==> config.mk <==
export PLATFORM = sky130hd
export DESIGN_NAME = dmem_ctrl_flat
export DESIGN_NICKNAME = d
export VERILOG_FILES = /design/src/rtl/dmem_ctrl_if.sv /design/src/rtl/dmem_ctrl.sv /design/src/flat_wrapper.sv
export SDC_FILE = /design/constraint.sdc
export NUM_CORES = 1
export LEC_CHECK = 0
export ABC_CLOCK_PERIOD_IN_PS = 1670
export BUFFER_PORTS_ARGS = -buffer_cell sky130_fd_sc_hd__buf_2
export CAP_MARGIN = 20
export CORE_UTILIZATION = 35
export CTS_CLUSTER_DIAMETER = 150
export DETAILED_ROUTE_END_ITERATION = 8
export PLACE_DENSITY = 0.61
export SYNTH_ARGS = -nofsm -noshare
export SYNTH_HDL_FRONTEND = slang
export SYNTH_SLANG_ARGS = --single-unit
==> constraint.sdc <==
create_clock -name CLK -period 1.67 [get_ports CLK]
set_input_delay 0.334 -clock CLK [delete_from_list [all_inputs] [get_ports CLK]]
set_output_delay 0.334 -clock CLK [all_outputs]
set_load 0.02 [all_outputs]
==> src/rtl/dmem_ctrl_if.sv <==
// Request/response and data-bus signals of the data-memory access controller.
// master = pipeline stage plus bus fabric; slave = dmem_ctrl.
interface dmem_ctrl_if;
    logic        REQ_VALID;
    logic        REQ_WE;
    logic [1:0]  REQ_SIZE;
    logic        REQ_UNSIGNED;
    logic [31:0] REQ_ADDR;
    logic [31:0] REQ_WDATA;
    logic        STALL;
    logic        RSP_VALID;
    logic [31:0] RSP_RDATA;
    logic        RSP_ERR;
    logic        BUS_REQ;
    logic        BUS_WE;
    logic [31:0] BUS_ADDR;
    logic [3:0]  BUS_STRB;
    logic [31:0] BUS_WDATA;
    logic        BUS_ACK;
    logic [31:0] BUS_RDATA;

    modport master (
        output REQ_VALID, REQ_WE, REQ_SIZE, REQ_UNSIGNED, REQ_ADDR, REQ_WDATA,
        output BUS_ACK, BUS_RDATA,
        input  STALL, RSP_VALID, RSP_RDATA, RSP_ERR,
        input  BUS_REQ, BUS_WE, BUS_ADDR, BUS_STRB, BUS_WDATA
    );

    modport slave (
        input  REQ_VALID, REQ_WE, REQ_SIZE, REQ_UNSIGNED, REQ_ADDR, REQ_WDATA,
        input  BUS_ACK, BUS_RDATA,
        output STALL, RSP_VALID, RSP_RDATA, RSP_ERR,
        output BUS_REQ, BUS_WE, BUS_ADDR, BUS_STRB, BUS_WDATA
    );
endinterface

==> src/rtl/dmem_ctrl.sv <==
// Single-beat load/store controller between the RV32I memory stage and the data bus.
// state | meaning
// IDLE  | waiting for a request; illegal requests go straight to RESP
// BUS   | bus transaction in flight, pipeline held
// RESP  | one-cycle completion pulse, no new request accepted
module dmem_ctrl #(
    parameter int unsigned TIMEOUT = 255
) (
    input logic        CLK,
    input logic        RST,
    dmem_ctrl_if.slave dif
);

    typedef enum logic [1:0] {IDLE, BUS, RESP} state_t;

    localparam logic [9:0] TO_LAST = 10'(TIMEOUT - 1);

    state_t      state_q, state_d;
    logic        accept, finish_ok, finish_to;
    logic        illegal;
    logic [1:0]  off;
    logic [3:0]  strb_d;
    logic [31:0] wdata_d;
    logic [31:0] shifted, load_ext;

    logic        we_q, uns_q, err_q;
    logic [1:0]  size_q, off_q;
    logic [31:0] addr_q, wdata_q, rdata_q;
    logic [3:0]  strb_q;
    logic [9:0]  cnt_q;

    always_comb begin
        off     = dif.REQ_ADDR[1:0];
        illegal = (dif.REQ_SIZE == 2'd3) ||
                  (dif.REQ_SIZE == 2'd1 && dif.REQ_ADDR[0]) ||
                  (dif.REQ_SIZE == 2'd2 && dif.REQ_ADDR[1:0] != 2'd0);
        strb_d  = 4'b1111;
        wdata_d = dif.REQ_WDATA;
        case (dif.REQ_SIZE)
            2'd0: begin
                strb_d  = 4'b0001 << off;
                wdata_d = {4{dif.REQ_WDATA[7:0]}};
            end
            2'd1: begin
                strb_d  = 4'b0011 << off;
                wdata_d = {2{dif.REQ_WDATA[15:0]}};
            end
            default: ;
        endcase
    end

    always_comb begin
        shifted  = dif.BUS_RDATA >> {off_q, 3'b000};
        load_ext = shifted;
        case (size_q)
            2'd0: load_ext = uns_q ? {24'h0, shifted[7:0]}
                                   : {{24{shifted[7]}}, shifted[7:0]};
            2'd1: load_ext = uns_q ? {16'h0, shifted[15:0]}
                                   : {{16{shifted[15]}}, shifted[15:0]};
            default: ;
        endcase
    end

    always_ff @(posedge CLK or negedge RST) begin
        if (!RST) state_q <= IDLE;
        else      state_q <= state_d;
    end

    // ACK wins over a timeout that expires in the same cycle
    always_comb begin
        state_d   = state_q;
        accept    = 1'b0;
        finish_ok = 1'b0;
        finish_to = 1'b0;
        case (state_q)
            IDLE: if (dif.REQ_VALID) begin
                accept  = 1'b1;
                state_d = illegal ? RESP : BUS;
            end
            BUS: if (dif.BUS_ACK) begin
                finish_ok = 1'b1;
                state_d   = RESP;
            end else if (cnt_q == TO_LAST) begin
                finish_to = 1'b1;
                state_d   = RESP;
            end
            RESP:    state_d = IDLE;
            default: state_d = IDLE;
        endcase
    end

    always_ff @(posedge CLK or negedge RST) begin
        if (!RST) begin
            we_q    <= 1'b0;
            uns_q   <= 1'b0;
            size_q  <= 2'd0;
            off_q   <= 2'd0;
            addr_q  <= 32'h0;
            strb_q  <= 4'h0;
            wdata_q <= 32'h0;
            rdata_q <= 32'h0;
            err_q   <= 1'b0;
            cnt_q   <= 10'd0;
        end else begin
            if (accept) begin
                size_q <= dif.REQ_SIZE;
                uns_q  <= dif.REQ_UNSIGNED;
                off_q  <= off;
                cnt_q  <= 10'd0;
                if (illegal) begin
                    rdata_q <= 32'h0;
                    err_q   <= 1'b1;
                end else begin
                    we_q    <= dif.REQ_WE;
                    addr_q  <= {dif.REQ_ADDR[31:2], 2'b00};
                    strb_q  <= strb_d;
                    wdata_q <= wdata_d;
                end
            end
            if (state_q == BUS && cnt_q != 10'h3FF) cnt_q <= cnt_q + 10'd1;
            if (finish_ok) begin
                rdata_q <= we_q ? 32'h0 : load_ext;
                err_q   <= 1'b0;
            end
            if (finish_to) begin
                rdata_q <= 32'h0;
                err_q   <= 1'b1;
            end
        end
    end

    // STALL is gated by reset so it reads 0 while reset is held, whatever REQ_VALID does
    assign dif.STALL     = RST & (((state_q == IDLE) & dif.REQ_VALID) | (state_q == BUS));
    assign dif.RSP_VALID = (state_q == RESP);
    assign dif.RSP_RDATA = rdata_q;
    assign dif.RSP_ERR   = err_q;
    assign dif.BUS_REQ   = (state_q == BUS);
    assign dif.BUS_WE    = we_q;
    assign dif.BUS_ADDR  = addr_q;
    assign dif.BUS_STRB  = strb_q;
    assign dif.BUS_WDATA = wdata_q;

endmodule

==> src/flat_wrapper.sv <==
// flat-port wrapper written by rule: the top's interface ports become plain ports
module dmem_ctrl_flat 
#(
    parameter int unsigned TIMEOUT = 255
)
  (CLK, RST, dif_REQ_VALID, dif_REQ_WE, dif_REQ_SIZE, dif_REQ_UNSIGNED, dif_REQ_ADDR, dif_REQ_WDATA, dif_BUS_ACK, dif_BUS_RDATA, dif_STALL, dif_RSP_VALID, dif_RSP_RDATA, dif_RSP_ERR, dif_BUS_REQ, dif_BUS_WE, dif_BUS_ADDR, dif_BUS_STRB, dif_BUS_WDATA);
  dmem_ctrl_if dif_i ();
  input logic CLK;
  input logic RST;
  input wire logic [$bits(dif_i.REQ_VALID)-1:0] dif_REQ_VALID;
  input wire logic [$bits(dif_i.REQ_WE)-1:0] dif_REQ_WE;
  input wire logic [$bits(dif_i.REQ_SIZE)-1:0] dif_REQ_SIZE;
  input wire logic [$bits(dif_i.REQ_UNSIGNED)-1:0] dif_REQ_UNSIGNED;
  input wire logic [$bits(dif_i.REQ_ADDR)-1:0] dif_REQ_ADDR;
  input wire logic [$bits(dif_i.REQ_WDATA)-1:0] dif_REQ_WDATA;
  input wire logic [$bits(dif_i.BUS_ACK)-1:0] dif_BUS_ACK;
  input wire logic [$bits(dif_i.BUS_RDATA)-1:0] dif_BUS_RDATA;
  output wire logic [$bits(dif_i.STALL)-1:0] dif_STALL;
  output wire logic [$bits(dif_i.RSP_VALID)-1:0] dif_RSP_VALID;
  output wire logic [$bits(dif_i.RSP_RDATA)-1:0] dif_RSP_RDATA;
  output wire logic [$bits(dif_i.RSP_ERR)-1:0] dif_RSP_ERR;
  output wire logic [$bits(dif_i.BUS_REQ)-1:0] dif_BUS_REQ;
  output wire logic [$bits(dif_i.BUS_WE)-1:0] dif_BUS_WE;
  output wire logic [$bits(dif_i.BUS_ADDR)-1:0] dif_BUS_ADDR;
  output wire logic [$bits(dif_i.BUS_STRB)-1:0] dif_BUS_STRB;
  output wire logic [$bits(dif_i.BUS_WDATA)-1:0] dif_BUS_WDATA;
  assign dif_i.REQ_VALID = dif_REQ_VALID;
  assign dif_i.REQ_WE = dif_REQ_WE;
  assign dif_i.REQ_SIZE = dif_REQ_SIZE;
  assign dif_i.REQ_UNSIGNED = dif_REQ_UNSIGNED;
  assign dif_i.REQ_ADDR = dif_REQ_ADDR;
  assign dif_i.REQ_WDATA = dif_REQ_WDATA;
  assign dif_i.BUS_ACK = dif_BUS_ACK;
  assign dif_i.BUS_RDATA = dif_BUS_RDATA;
  assign dif_STALL = dif_i.STALL;
  assign dif_RSP_VALID = dif_i.RSP_VALID;
  assign dif_RSP_RDATA = dif_i.RSP_RDATA;
  assign dif_RSP_ERR = dif_i.RSP_ERR;
  assign dif_BUS_REQ = dif_i.BUS_REQ;
  assign dif_BUS_WE = dif_i.BUS_WE;
  assign dif_BUS_ADDR = dif_i.BUS_ADDR;
  assign dif_BUS_STRB = dif_i.BUS_STRB;
  assign dif_BUS_WDATA = dif_i.BUS_WDATA;
  dmem_ctrl #(.TIMEOUT(TIMEOUT)) u_core (.CLK(CLK), .RST(RST), .dif(dif_i));
endmodule
# After elaboration in Yosys (flattened, before gate mapping)
# Index checks and enable logic that the tools add are counted.
# Widths: inputs -> output; s select.
# totals
input_bits,104
register_bits,117
word_cells,72
# classes
n_reduce_logical,15
addsub,1
shift,3
muxes,28
bitwise,4
n_eq_ne,10
# ops
cell,count
$mux 32,7
$pmux 32 s2,2
$shr 32x5->32,1
$mux 10,2
$mux 1,11
$add 10x1->10 const B,1
$eq 10x8->1 const B,1
$ne 10x10->1 const B,1
$mux 2,4
$pmux 4 s2,1
$eq 2x1->1 const B,3
$eq 2x2->1 const B,3
$logic_not 2->1,3
$reduce_and 2->1,3
$reduce_bool 3->1,2
$pmux 2 s2,1
$reduce_bool 2->1,2
$shl 1x2->4 const A,1
$shl 2x2->4 const A,1
$logic_and 1x1->1,3
$ne 3x2->1 const B,1
$and 1x1->1,2
$logic_or 1x1->1,2
$ne 2x2->1 const B,1
other kinds (2),2

# Depth between registers and ports, before layout
# Gate-level depths: netlist of the first run.
# depth
word_depth,8
ltp_mapped,7
ltp_nobuf,6

# Worst setup path after synthesis of the first run
# Ideal clock, no wire load.
# synth_timing
path_kind,reg-to-reg
startpoint,reg u_core.state_q[0]
endpoint,"reg u_core.rdata_q[27], in the netlist u_core.dif.RSP_RDATA[27]"
synth_period_minus_slack_ps,1792
required_ps,1544
setup_time_ps,126
path_slack_ps,-122
t_arrival_ps,1666
stages_incl_launch_ff,7
path_cell_list,dfrtp_1 -> or3b_1 -> buf_2 -> nor3_4 -> a21oi_2 -> buf_6 -> a221o_1
# synth_via
elab_chain_cells,4
elab_cells_between_ends,10
classes_between,1 x eq/ne; 5 x mux; 4 x reduce/logical
# synth_rtl
element,line_no,rtl
from (decl),dmem_ctrl.sv:18,"state_t state_q, state_d;"
from (signal assigned),dmem_ctrl.sv:66,else state_q <= state_d;
$eq 2x1->1 or $logic_not 2->1 (tied branches),dmem_ctrl.sv:75,case (state_q)
$mux 1,dmem_ctrl.sv:75,
$reduce_bool 3->1 (no source line) or $mux 32 (tied branches),-,
$reduce_and 2->1 (no source line) or $mux 32 (tied branches),-,
to (signal assigned),dmem_ctrl.sv:122,rdata_q <= we_q ? 32'h0 : load_ext;
to (decl),dmem_ctrl.sv:28,"logic [31:0] addr_q, wdata_q, rdata_q;"
# Parallel ways exist; a longest one is shown, timed or not.
# A chain may end at the register's enable or synchronous reset.

# Final worst setup path of the first run
# layout_timing
startpoint,reg u_core.cnt_q[0]
endpoint,"reg u_core.rdata_q[28], in the netlist u_core.dif.RSP_RDATA[28]"
# layout_via
elab_chain_cells,6
elab_cells_between_ends,8
classes_between,1 x eq/ne; 4 x mux; 3 x reduce/logical
# layout_rtl
element,line_no,rtl
from (decl),dmem_ctrl.sv:30,logic [9:0] cnt_q;
from (signal assigned),dmem_ctrl.sv:120,if (state_q == BUS && cnt_q != 10'h3FF) cnt_q <= cnt_q + 10'd1;
$eq 10x8->1 *,dmem_ctrl.sv:83,end else if (cnt_q == TO_LAST) begin
$mux 1 *,dmem_ctrl.sv:83,
$mux 1 *,dmem_ctrl.sv:80,BUS: if (dif.BUS_ACK) begin
$mux 1 *,dmem_ctrl.sv:75,
$reduce_bool 3->1 (no source line),-,
$reduce_and 2->1 (no source line),-,
# Mark *: on every way between the ends. The rest lies on a longest branch, timed or not.

==> results.py, run 1 <==
metrics = {
    "run_status": {
        "status": "finished, violations left",
        "violations": "hold timing, setup timing",
    },
    "yosys": {
        "synth-edff-count": 0,
        "synth-compound-area-share": 0.1444,
        "ys_seq_area_frac": 0.5288,
        "ys_types": 52,
        "synthMuxAreaShare": 0.1629,
        "synth-adder-area-share": 0.004520,
        "netlist_area_mm2": 0.005537,
        "synth_top_family_by_area": "multiplexers",
        "synthArstFlopShare": 1.000,
        "ys_warn_count": 0,
        "synthCells": 500,
        "syn_area_per_cell_um2": 11.07,
        "ys.flop_type": "dfrtp_1",
        "synthSimpleGateAreaFrac": 0.1180,
        "synth_seq_cells": 117,
        "synthXorXnorAreaFrac": 0.004746,
    },
    "placement": {
        "portBuffers": 206,
        "dp.cells": 928,
        "dp_hpwl_um": 10620,
        "detailedPlace.worstSlack_ns": -0.1139,
        "place_congestion": 0.7910,
    },
    "sta": {
        "max_clock_freq_mhz": 525.2,
        "hold_violations": 13,
        "rsz0062_at_grt": "true",
        "min_period_ns": 1.904,
        "fin_skew_ns": 0.007919,
        "setup_viol": 33,
        "timing.hold.ws_ns": -0.05161,
        "slew_violations": 0,
        "slew_headroom": 0.5129,
        "tightest_slew_ns": 0.7307,
        "finalCritPeriodShare": 1.140,
        "layout_setup_ws_ns": -0.2340,
    },
    "clock_tree": {
        "clockBufferDepth": 2,
        "insertion_delay_ns": 0.41,
        "cts_tree": "built",
        "cts_sinks": 117,
        "htreeDepth": 4,
        "cts_buffers": 17,
        "cts_root_buf": "clkbuf_16",
        "clk_pin_slew_ns": 0.05,
    },
    "floorplan": {
        "core_mm2": 0.01531,
        "fp.dieArea_mm2": 0.01633,
        "fp-row-count": 45,
        "dieWidth_um": 127.8,
        "die_h_um": 127.8,
        "io_pins": 209,
        "start_util": 0.3615,
    },
    "power": {
        "power_density_mw_per_mm2": 1541,
        "peakVddDrop_mv": 0.8335,
        "p_leak_nw": 4.005,
        "power.total_mw": 12.30,
    },
    "setup_path": {
        "rr_endpoint": "u_core.dif.RSP_RDATA[28]",
        "critPathArrivalTime_ns": 2.19,
        "critPathLaunchType": "flop",
        "end_kind": "flop",
        "worstSetupPathType": "flop to flop",
        "r2r_start": "u_core.cnt_q[0]",
        "path_max_fanout": 6,
        "critPathLaunch": "u_core.cnt_q[0]",
        "rrSetupSlack_ns": -0.23,
        "r2r_cells": 7,
        "critPathRequiredTime_ns": 1.95,
        "crit_end": "u_core.dif.RSP_RDATA[28]",
    },
    "routing": {
        "drcViolationCount": 0,
        "ant_nets": 0,
        "wl_um": 15570,
        "vias": 4817,
        "avgViaCountPerCell": 4.981,
        "dr.pass1.iters": 6,
        "dr.first_iter.drc_count": 239,
        "wire_per_inst_um": 16.10,
    },
    "job": {
        "maxCapViolations": 0,
    },
    "grt": {
        "overflow": 0,
        "antenna_found_initial": 2,
        "grt_use_total": 0.1883,
        "grt_pass1_vias": 4723,
        "grt_pass1_wl_um": 23980,
        "grt_max_degree": 118,
    },
    "cells_and_area": {
        "final_cell_mix": "buf_2 (203), dfrtp_1 (117), nand2_1 (61)",
        "final_cells": 967,
        "drive_above_1_share": 0.4689,
        "fillCellCount": 1402,
        "final_common_cell": "buf_2",
        "syn2layout_area_growth_pct": 44.18,
        "nNetsFinal": 849,
    },
    "min_path": {
        "hp-class": "primary input to async pin",
    },
}
-- where the power goes --
group | internal (mW) | switching (mW) | leakage, nW | total (mW)
sequential | 3.71 | 0.543 | 1.48 | 4.25
combinational | 1.88 | 2.56 | 2.24 | 4.44
clock | 2.34 | 1.27 | 0.285 | 3.61
-- synth_stat cells (all sizes together) (4+ instances only) --
| cell type | count | area share |
|---|---|---|
| nand3b | 9 | 0.012 |
| nor3 | 4 | 0.0066 |
| nand3 | 5 | 0.0045 |
| nor2b | 8 | 0.0090 |
| a21oi | 21 | 0.020 |
| o2bb2ai | 8 | 0.013 |
| mux2 | 39 | 0.079 |
| o21ai | 43 | 0.040 |
| a221o | 8 | 0.014 |
| a211o | 15 | 0.024 |
| mux2i | 44 | 0.080 |
| clkbuf | 19 | 0.013 |
| inv | 5 | 0.0034 |
| nor3b | 4 | 0.0063 |
| nor2 | 25 | 0.017 |
| a32o | 7 | 0.013 |
| nand2 | 61 | 0.041 |
| buf | 20 | 0.020 |
| dfrtp | 117 | 0.53 |
-- cells by family after synthesis --
group                      count (synthesis)
and+or+nand+nor                          132
xor gates and xnor gates                   3
AOI/OAI and AO/OA                        117
DFF                                      117
muxes                                     84
other                                      1
buffers and inverters                     44
adders and majority gates                  2
-- routing by layer --
layer,vias up,wire [um],track usage
met5,-,13,0
met3,16,1214,0.06302
met4,2,159,0.06436
li1,2292,-,-
met2,186,7372,0.2932
met1,2321,6808,0.2454
-- area by class of cell --
class	instances	area (um^2)	area share
Sequential cell	117	2928	0.3668
Tap cell	211	264.0	0.03307
Antenna cell	1	2.502	0.0003135
Multi-Input combinational cell	340	2532	0.3172
Inverter	5	21.27	0.002665
Timing Repair Buffer	262	1648	0.2064
Clock buffer	23	488.0	0.06113
Clock inverter	8	98.84	0.01238
-- flip-flops by register name (all words and copies together), names as in the netlist --
signal and flops:
u_core.state_q 2, u_core.dif.RSP_ERR 1, u_core.cnt_q 10, u_core.dif.BUS_ADDR 30
u_core.size_q 2, u_core.dif.RSP_RDATA 32, u_core.off_q 2, u_core.uns_q 1
u_core.dif.BUS_WDATA 32, u_core.dif.BUS_STRB 4, u_core.dif.BUS_WE 1
-- per-stage QoR --
step / setup TNS [ns] / cell area (um^2) / util / hold slack (ns)
2_1_floorplan: -0.6376 / 5559 / - / 0.03841
3_3_place_gp: -1.230 / 7127 / 0.4654 / 0.4564
3_5_place_dp: -1.812 / 7127 / 0.4654 / 0.4651
4_1_cts: -2.708 / 7769 / 0.5073 / 0.06263
5_1_grt: -7.197 / 7983 / 0.5212 / 0.08916
6_report: -5.361 / 7983 / 0.5212 / -0.05161
-- how the worst min path moves through the flow --
| stage | startpoint | end | slack (ns) | cells after the start |
|---|---|---|---|---|
| 6_report | RST | u_core.dif.RSP_RDATA[0] | -0.05 | 2 |
| 5_1_grt | RST | u_core.cnt_q[4] | 0.09 | 2 |
| 4_1_cts | RST | u_core.dif.RSP_RDATA[1] | 0.06 | 2 |
| 3_5_place_dp | u_core.dif.BUS_WDATA[24] | u_core.dif.BUS_WDATA[24] | 0.47 | 2 |
| 3_3_place_gp | u_core.dif.BUS_WDATA[20] | u_core.dif.BUS_WDATA[20] | 0.46 | 2 |
| 2_1_floorplan | RST | u_core.cnt_q[0] | 0.04 | 0 |
-- worst max-delay path: stages (launching register included) --
cell and delay [ns]:
dfrtp_1 0.38, inv_2 0.08, ha_4 0.13, nand4b_1 0.22
o31ai_4 0.31, a21oi_4 0.14, buf_12 0.16, a221o_1 0.35
-- timing repair --
action / CTS / global route
hold endpoints to repair: 0 / 0
pin swaps: 1 / 6
setup buffers: 2 / 2
cloned: 0 / 4
hold buffers: 0 / 0
gates resized for setup: 10 / 21
setup endpoints to repair: 36 / 80
(Power assumes the default switching activity.)
==> inputs of run 2 (changes only) <==
--- a/config.mk
+++ b/config.mk
@@ -12,6 +12,7 @@
 export CTS_CLUSTER_DIAMETER = 150
 export DETAILED_ROUTE_END_ITERATION = 8
 export PLACE_DENSITY = 0.61
+export SETUP_SLACK_MARGIN = 0.4
 export SYNTH_ARGS = -nofsm -noshare
 export SYNTH_HDL_FRONTEND = slang
 export SYNTH_SLANG_ARGS = --single-unit
==> run 2 against run 1 <==
  * The run ends with setup timing left
  * Final cell count grew 10%
  * Sequential power grew 6.1%
  * Setup slack gained 0.070 ns
  * Critical endpoint is now u_core.dif.RSP_RDATA[26]
  * Worst hold slack gained 0.071 ns
  * Clock skew grew 0.0032 ns
  * Largest power group unchanged
  * Clock power grew 5%
==> results.py, run 2 (synthesis gave the netlist of run 1 again) <==
metrics = {
    "power": {
        "power.total_mw": 15.65,
        "p_leak_nw": 4.992,
        "power_density_mw_per_mm2": 1512,
        "peakVddDrop_mv": 1.103,
    },
    "sta": {
        "finalCritPeriodShare": 1.098,
        "tightest_slew_ns": 0.6928,
        "fin_skew_ns": 0.01114,
        "rsz0062_at_grt": "true",
        "slew_violations": 0,
        "setup_viol": 78,
        "slew_headroom": 0.5382,
        "hold_violations": 0,
        "layout_setup_ws_ns": -0.1643,
        "max_clock_freq_mhz": 545.2,
        "fin_tns_setup_ns": -4.983,
        "min_period_ns": 1.834,
    },
    "job": {
        "maxCapViolations": 0,
    },
    "clock_tree": {
        "htreeDepth": 4,
        "cts_root_buf": "clkbuf_16",
        "clk_pin_slew_ns": 0.06,
        "cts_tree": "built",
        "cts_hold_buf": 0,
        "clockBufferDepth": 2,
        "cts_sinks": 117,
        "insertion_delay_ns": 0.42,
        "cts_buffers": 17,
    },
    "routing": {
        "wire_per_inst_um": 19.33,
        "dr.first_iter.drc_count": 256,
        "avgViaCountPerCell": 5.184,
        "wl_um": 20610,
        "drcViolationCount": 0,
        "vias": 5526,
        "ant_nets": 0,
        "dr.pass1.iters": 4,
    },
    "setup_path": {
        "critPathRequiredTime_ns": 1.97,
        "critPathArrivalTime_ns": 2.14,
        "worstSetupPathType": "flop to flop",
        "end_kind": "flop",
        "path_max_fanout": 23,
        "critPathLaunchType": "flop",
        "r2r_cells": 7,
    },
    "cells_and_area": {
        "final_cells": 1066,
        "drive_above_1_share": 0.6281,
        "syn2layout_area_growth_pct": 86.94,
        "final_cell_mix": "buf_6 (124), dfrtp_1 (115), buf_2 (102)",
        "fillCellCount": 1057,
        "nNetsFinal": 948,
        "antenna_cells": 0,
        "multi_input_area_mm2": 0.003072,
        "fin_area_mm2": 0.01035,
        "final_common_cell": "buf_6",
        "ff_latch_area_mm2": 0.002930,
    },
    "placement": {
        "dp.cells": 924,
        "place_congestion": 0.7940,
        "portBuffers": 206,
        "placed_area_mm2": 0.007156,
        "dp_hpwl_um": 11110,
    },
    "floorplan": {
        "core_mm2": 0.01531,
        "fp.dieArea_mm2": 0.01633,
        "fp-row-count": 45,
        "start_util": 0.3615,
        "die_h_um": 127.8,
        "io_pins": 209,
        "dieWidth_um": 127.8,
    },
    "grt": {
        "grt_pass1_vias": 5743,
        "antenna_found_initial": 0,
        "grt_pass1_wl_um": 30160,
        "overflow": 0,
        "grt_max_degree": 118,
        "grt_use_total": 0.2419,
    },
    "run_status": {
        "status": "finished, violations left",
        "violations": "setup timing",
    },
    "min_path": {
        "hp-class": "primary input to async pin",
    },
}
run 2: changes by cell type in the layout (fill, tap and decap cells not counted), sizes merged:
cell	delta
clkinvlp	+1
bufinv	+1
clkinv	-1
buf	+102
o21ai	+1
inv	+2
clkbuf	-6
diode	-1
run 2: worst paths after layout:
kind	start	to	slack [ns]
max in group asynchronous	RST	u_core.dif.RSP_RDATA[10]	1.10
setup reg to reg	u_core.cnt_q[0]	u_core.dif.RSP_RDATA[26]	-0.16
hold reg to reg	u_core.dif.RSP_RDATA[11]	u_core.dif.RSP_RDATA[11]	0.52
setup / recovery	u_core.cnt_q[0]	u_core.dif.RSP_RDATA[26]	-0.16
hold / removal	RST	u_core.state_q[1]	0.02
min in group CLK	dif_REQ_UNSIGNED	u_core.uns_q	0.13
run 2: critical path, cell delays in order (launching register included):
cell and delay [ns]:
dfrtp_1 0.39, inv_2 0.07, ha_4 0.13, nand4b_1 0.20
o31ai_4 0.29, a21oi_2 0.11, buf_12 0.17, a221o_1 0.35
run 2: layout make-up:
class,instances,share of cell area
repair buffers,360,0.3337
well taps,211,0.02551
clock inverters,11,0.01439
flip-flops and latches,117,0.2831
inverters,5,0.002055
clock buffers,21,0.04449
multi-input cells,341,0.2968
run 2: timing repair:
item,4_1_cts,5_1_grt
gates resized for setup,347,74
setup endpoints to repair,220,220
gates cloned,14,0
setup buffers,63,33
pin swaps,35,24
run 2: per-layer routing:
layer,GRT usage,vias up,wire (um)
li1,-,2500,-
met1,0.2848,2760,8001
met2,0.4146,216,10580
met3,0.06803,50,1293
met4,0.1003,0,733
met5,0,-,0
run 2: report_power, final:
| group | internal, mW | switching [mW] |
|---|---|---|
| combinational | 4.02 | 3.32 |
| clock | 2.43 | 1.37 |
| sequential | 3.72 | 0.786 |
run 2: metrics by stage:
stage / hold slack, ns / worst slack [ns] / utilization
finish: 0.01937 / -0.1643 / 0.6758
global placement: 0.4575 / -0.01934 / 0.4672
floorplan: 0.03841 / -0.02448 / -
CTS: 0.06587 / -0.06611 / 0.6373
detailed placement: 0.4682 / -0.08535 / 0.4672
global route: 0.1003 / -0.2604 / 0.6758
==> inputs of run 3 (changes only) <==
--- a/config.mk
+++ b/config.mk
@@ -11,7 +11,7 @@
 export CORE_UTILIZATION = 35
 export CTS_CLUSTER_DIAMETER = 150
 export DETAILED_ROUTE_END_ITERATION = 8
-export PLACE_DENSITY = 0.61
+export PLACE_DENSITY = 0.6
 export SETUP_SLACK_MARGIN = 0.4
 export SYNTH_ARGS = -nofsm -noshare
 export SYNTH_HDL_FRONTEND = slang
==> run 3 against run 2 <==
  * The run still ends with setup timing left
  * First-iteration DRC count fell by 16%
  * Sequential power about the same
  * Combinational power fell by 6.8%
  * Final cell count fell by 0.94%
  * Setup slack gained 0.022 ns
  * Die area stayed put
  * Flip-flop and latch count unchanged
  * Non-clock buffer count shrank 9
  * Global-route usage is 3.1 points lower
  * Clock power is 4% lower
  * Critical path type unchanged
  * Critical endpoint is now u_core.dif.RSP_RDATA[25]
  * Largest power group unchanged
==> results.py, run 3 (synthesis gave the netlist of run 1 again) <==
metrics = {
    "routing": {
        "wl_met1_um": 7582,
        "wl_met2_um": 9711,
        "wire_per_inst_um": 17.86,
        "dr.pass1.iters": 4,
        "vias": 5386,
        "dr.first_iter.drc_count": 214,
        "wl_um": 18860,
        "drcViolationCount": 0,
        "ant_nets": 0,
        "highest_layer": "met5",
        "avgViaCountPerCell": 5.100,
        "dr_wl_met3_um": 1277,
    },
    "clock_tree": {
        "clockBufferDepth": 2,
        "cts_buffers": 17,
        "cts_root_buf": "clkbuf_16",
        "cts_hold_buf": 0,
        "insertion_delay_ns": 0.41,
        "clk_pin_slew_ns": 0.06,
        "cts_sinks": 117,
        "cts_tree": "built",
        "htreeDepth": 4,
    },
    "floorplan": {
        "fp-row-count": 45,
        "dieWidth_um": 127.8,
        "io_pins": 209,
        "start_util": 0.3615,
        "fp.dieArea_mm2": 0.01633,
        "core_mm2": 0.01531,
        "die_h_um": 127.8,
    },
    "power": {
        "p_seq_frac": 0.299,
        "p_int_mw": 9.795,
        "share_comb_of_total_power": 0.456,
        "p_leak_nw": 4.842,
        "power.total_mw": 14.98,
        "p_switching_mw": 5.186,
        "clockPowerShare": 0.244,
        "peakVddDrop_mv": 0.9011,
        "sw_frac_of_total": 0.3462,
        "power_density_mw_per_mm2": 1503,
    },
    "sta": {
        "setup_viol": 66,
        "layout_setup_ws_ns": -0.1423,
        "min_period_ns": 1.812,
        "rsz0062_at_grt": "true",
        "slew_violations": 0,
        "fin_skew_ns": 0.005757,
        "tightest_slew_ns": 0.6815,
        "slew_headroom": 0.5456,
        "finalCritPeriodShare": 1.085,
        "timing.hold.ws_ns": 0.02565,
        "hold_violations": 0,
        "max_clock_freq_mhz": 551.8,
    },
    "cells_and_area": {
        "fillCellCount": 1122,
        "final_cell_mix": "buf_6 (126), dfrtp_1 (116), buf_2 (102)",
        "fin_area_mm2": 0.009971,
        "drive_above_1_share": 0.6130,
        "multi_input_area_mm2": 0.002943,
        "syn2layout_area_growth_pct": 80.09,
        "antenna_cells": 0,
        "fin_util": 0.6511,
        "final_common_cell": "buf_6",
        "nNetsFinal": 939,
        "final_cells": 1056,
        "ff_latch_area_mm2": 0.002929,
    },
    "placement": {
        "placed_area_mm2": 0.007126,
        "dp_hpwl_um": 11110,
        "dp.cells": 925,
        "place_congestion": 0.7851,
        "portBuffers": 206,
    },
    "setup_path": {
        "critPathLaunchType": "flop",
        "path_max_fanout": 13,
        "critPathArrivalTime_ns": 2.11,
        "worstSetupPathType": "flop to flop",
        "end_kind": "flop",
        "critPathRequiredTime_ns": 1.96,
    },
    "grt": {
        "grt_max_degree": 118,
        "grt_use_total": 0.2111,
        "grt_pass1_vias": 5440,
        "overflow": 0,
        "antenna_found_initial": 1,
        "grt_pass1_wl_um": 26900,
    },
    "run_status": {
        "status": "finished, violations left",
        "violations": "setup timing",
    },
    "job": {
        "maxCapViolations": 0,
    },
    "min_path": {
        "hp-class": "primary input to async pin",
    },
}
run 3: changes by cell type in the layout (fill, tap and decap cells not counted), sizes merged:
| cell | previous run | this run |
|---|---|---|
| o21ai | 44 | 43 |
| buf | 360 | 342 |
| clkbuf | 21 | 27 |
| clkinv | 3 | 6 |
| o31a | 1 | 2 |
| inv | 7 | 6 |
run 3: per-layer routing:
layer	vias up	track usage
met5	-	0
met3	28	0.06594
met1	2676	0.2483
li1	2469	-
met2	211	0.3702
met4	2	0.05882
run 3: critical path: stages, from the launching register on:
cell and delay, ns:
dfrtp_1 0.38, inv_1 0.06, ha_1 0.14, nand4b_1 0.18
o31ai_4 0.30, a21oi_4 0.14, buf_12 0.17, a221o_1 0.34
run 3: worst paths after layout:
path / from / end / slack (ns) / cells past startpoint
worst max-delay path: u_core.cnt_q[0] / u_core.dif.RSP_RDATA[25] / -0.14 / 7
worst min-delay path: RST / u_core.dif.RSP_RDATA[25] / 0.03 / 2
max in group asynchronous: RST / u_core.dif.RSP_RDATA[11] / 1.12 / 2
min in group CLK: dif_REQ_UNSIGNED / u_core.uns_q / 0.14 / 3
worst min register to register: u_core.dif.RSP_RDATA[0] / u_core.dif.RSP_RDATA[0] / 0.52 / 1
worst max register to register: u_core.cnt_q[0] / u_core.dif.RSP_RDATA[25] / -0.14 / 7
run 3: area by class of cell:
type	instances	area share
Clock inverter	13	0.01594
Multi-Input combinational cell	341	0.2951
Inverter	5	0.001882
Sequential cell	117	0.2938
Tap cell	211	0.02648
Clock buffer	18	0.04304
Timing Repair Buffer	351	0.3238
run 3: per-stage QoR:
step | worst slack (ns) | TNS (ns)
4_1_cts | -0.05831 | -1.650
2_1_floorplan | -0.02448 | -0.1637
6_report | -0.1423 | -4.192
3_5_place_dp | -0.1134 | -1.732
3_3_place_gp | -0.06369 | -0.9410
5_1_grt | -0.2400 | -9.103
run 3: power by group through the flow:
stage | Combinational, mW | Clock [mW] | Sequential [mW]
6_report | 6.84 | 3.66 | 4.49
5_1_grt | 7.24 | 3.86 | 4.58
4_1_cts | 5.56 | 3.71 | 4.40
3_5_place_dp | 4.27 | 0 | 4.27
3_3_place_gp | 4.22 | 0 | 4.22
2_1_floorplan | 1.68 | 0 | 5.21
run 3: timing repair:
action                                  CTS  global route
buffers inserted                         36            48
endpoints found under the setup margin  220           220
cloned                                    5            11
pin swaps                                16            35
gates resized for setup                 222           161
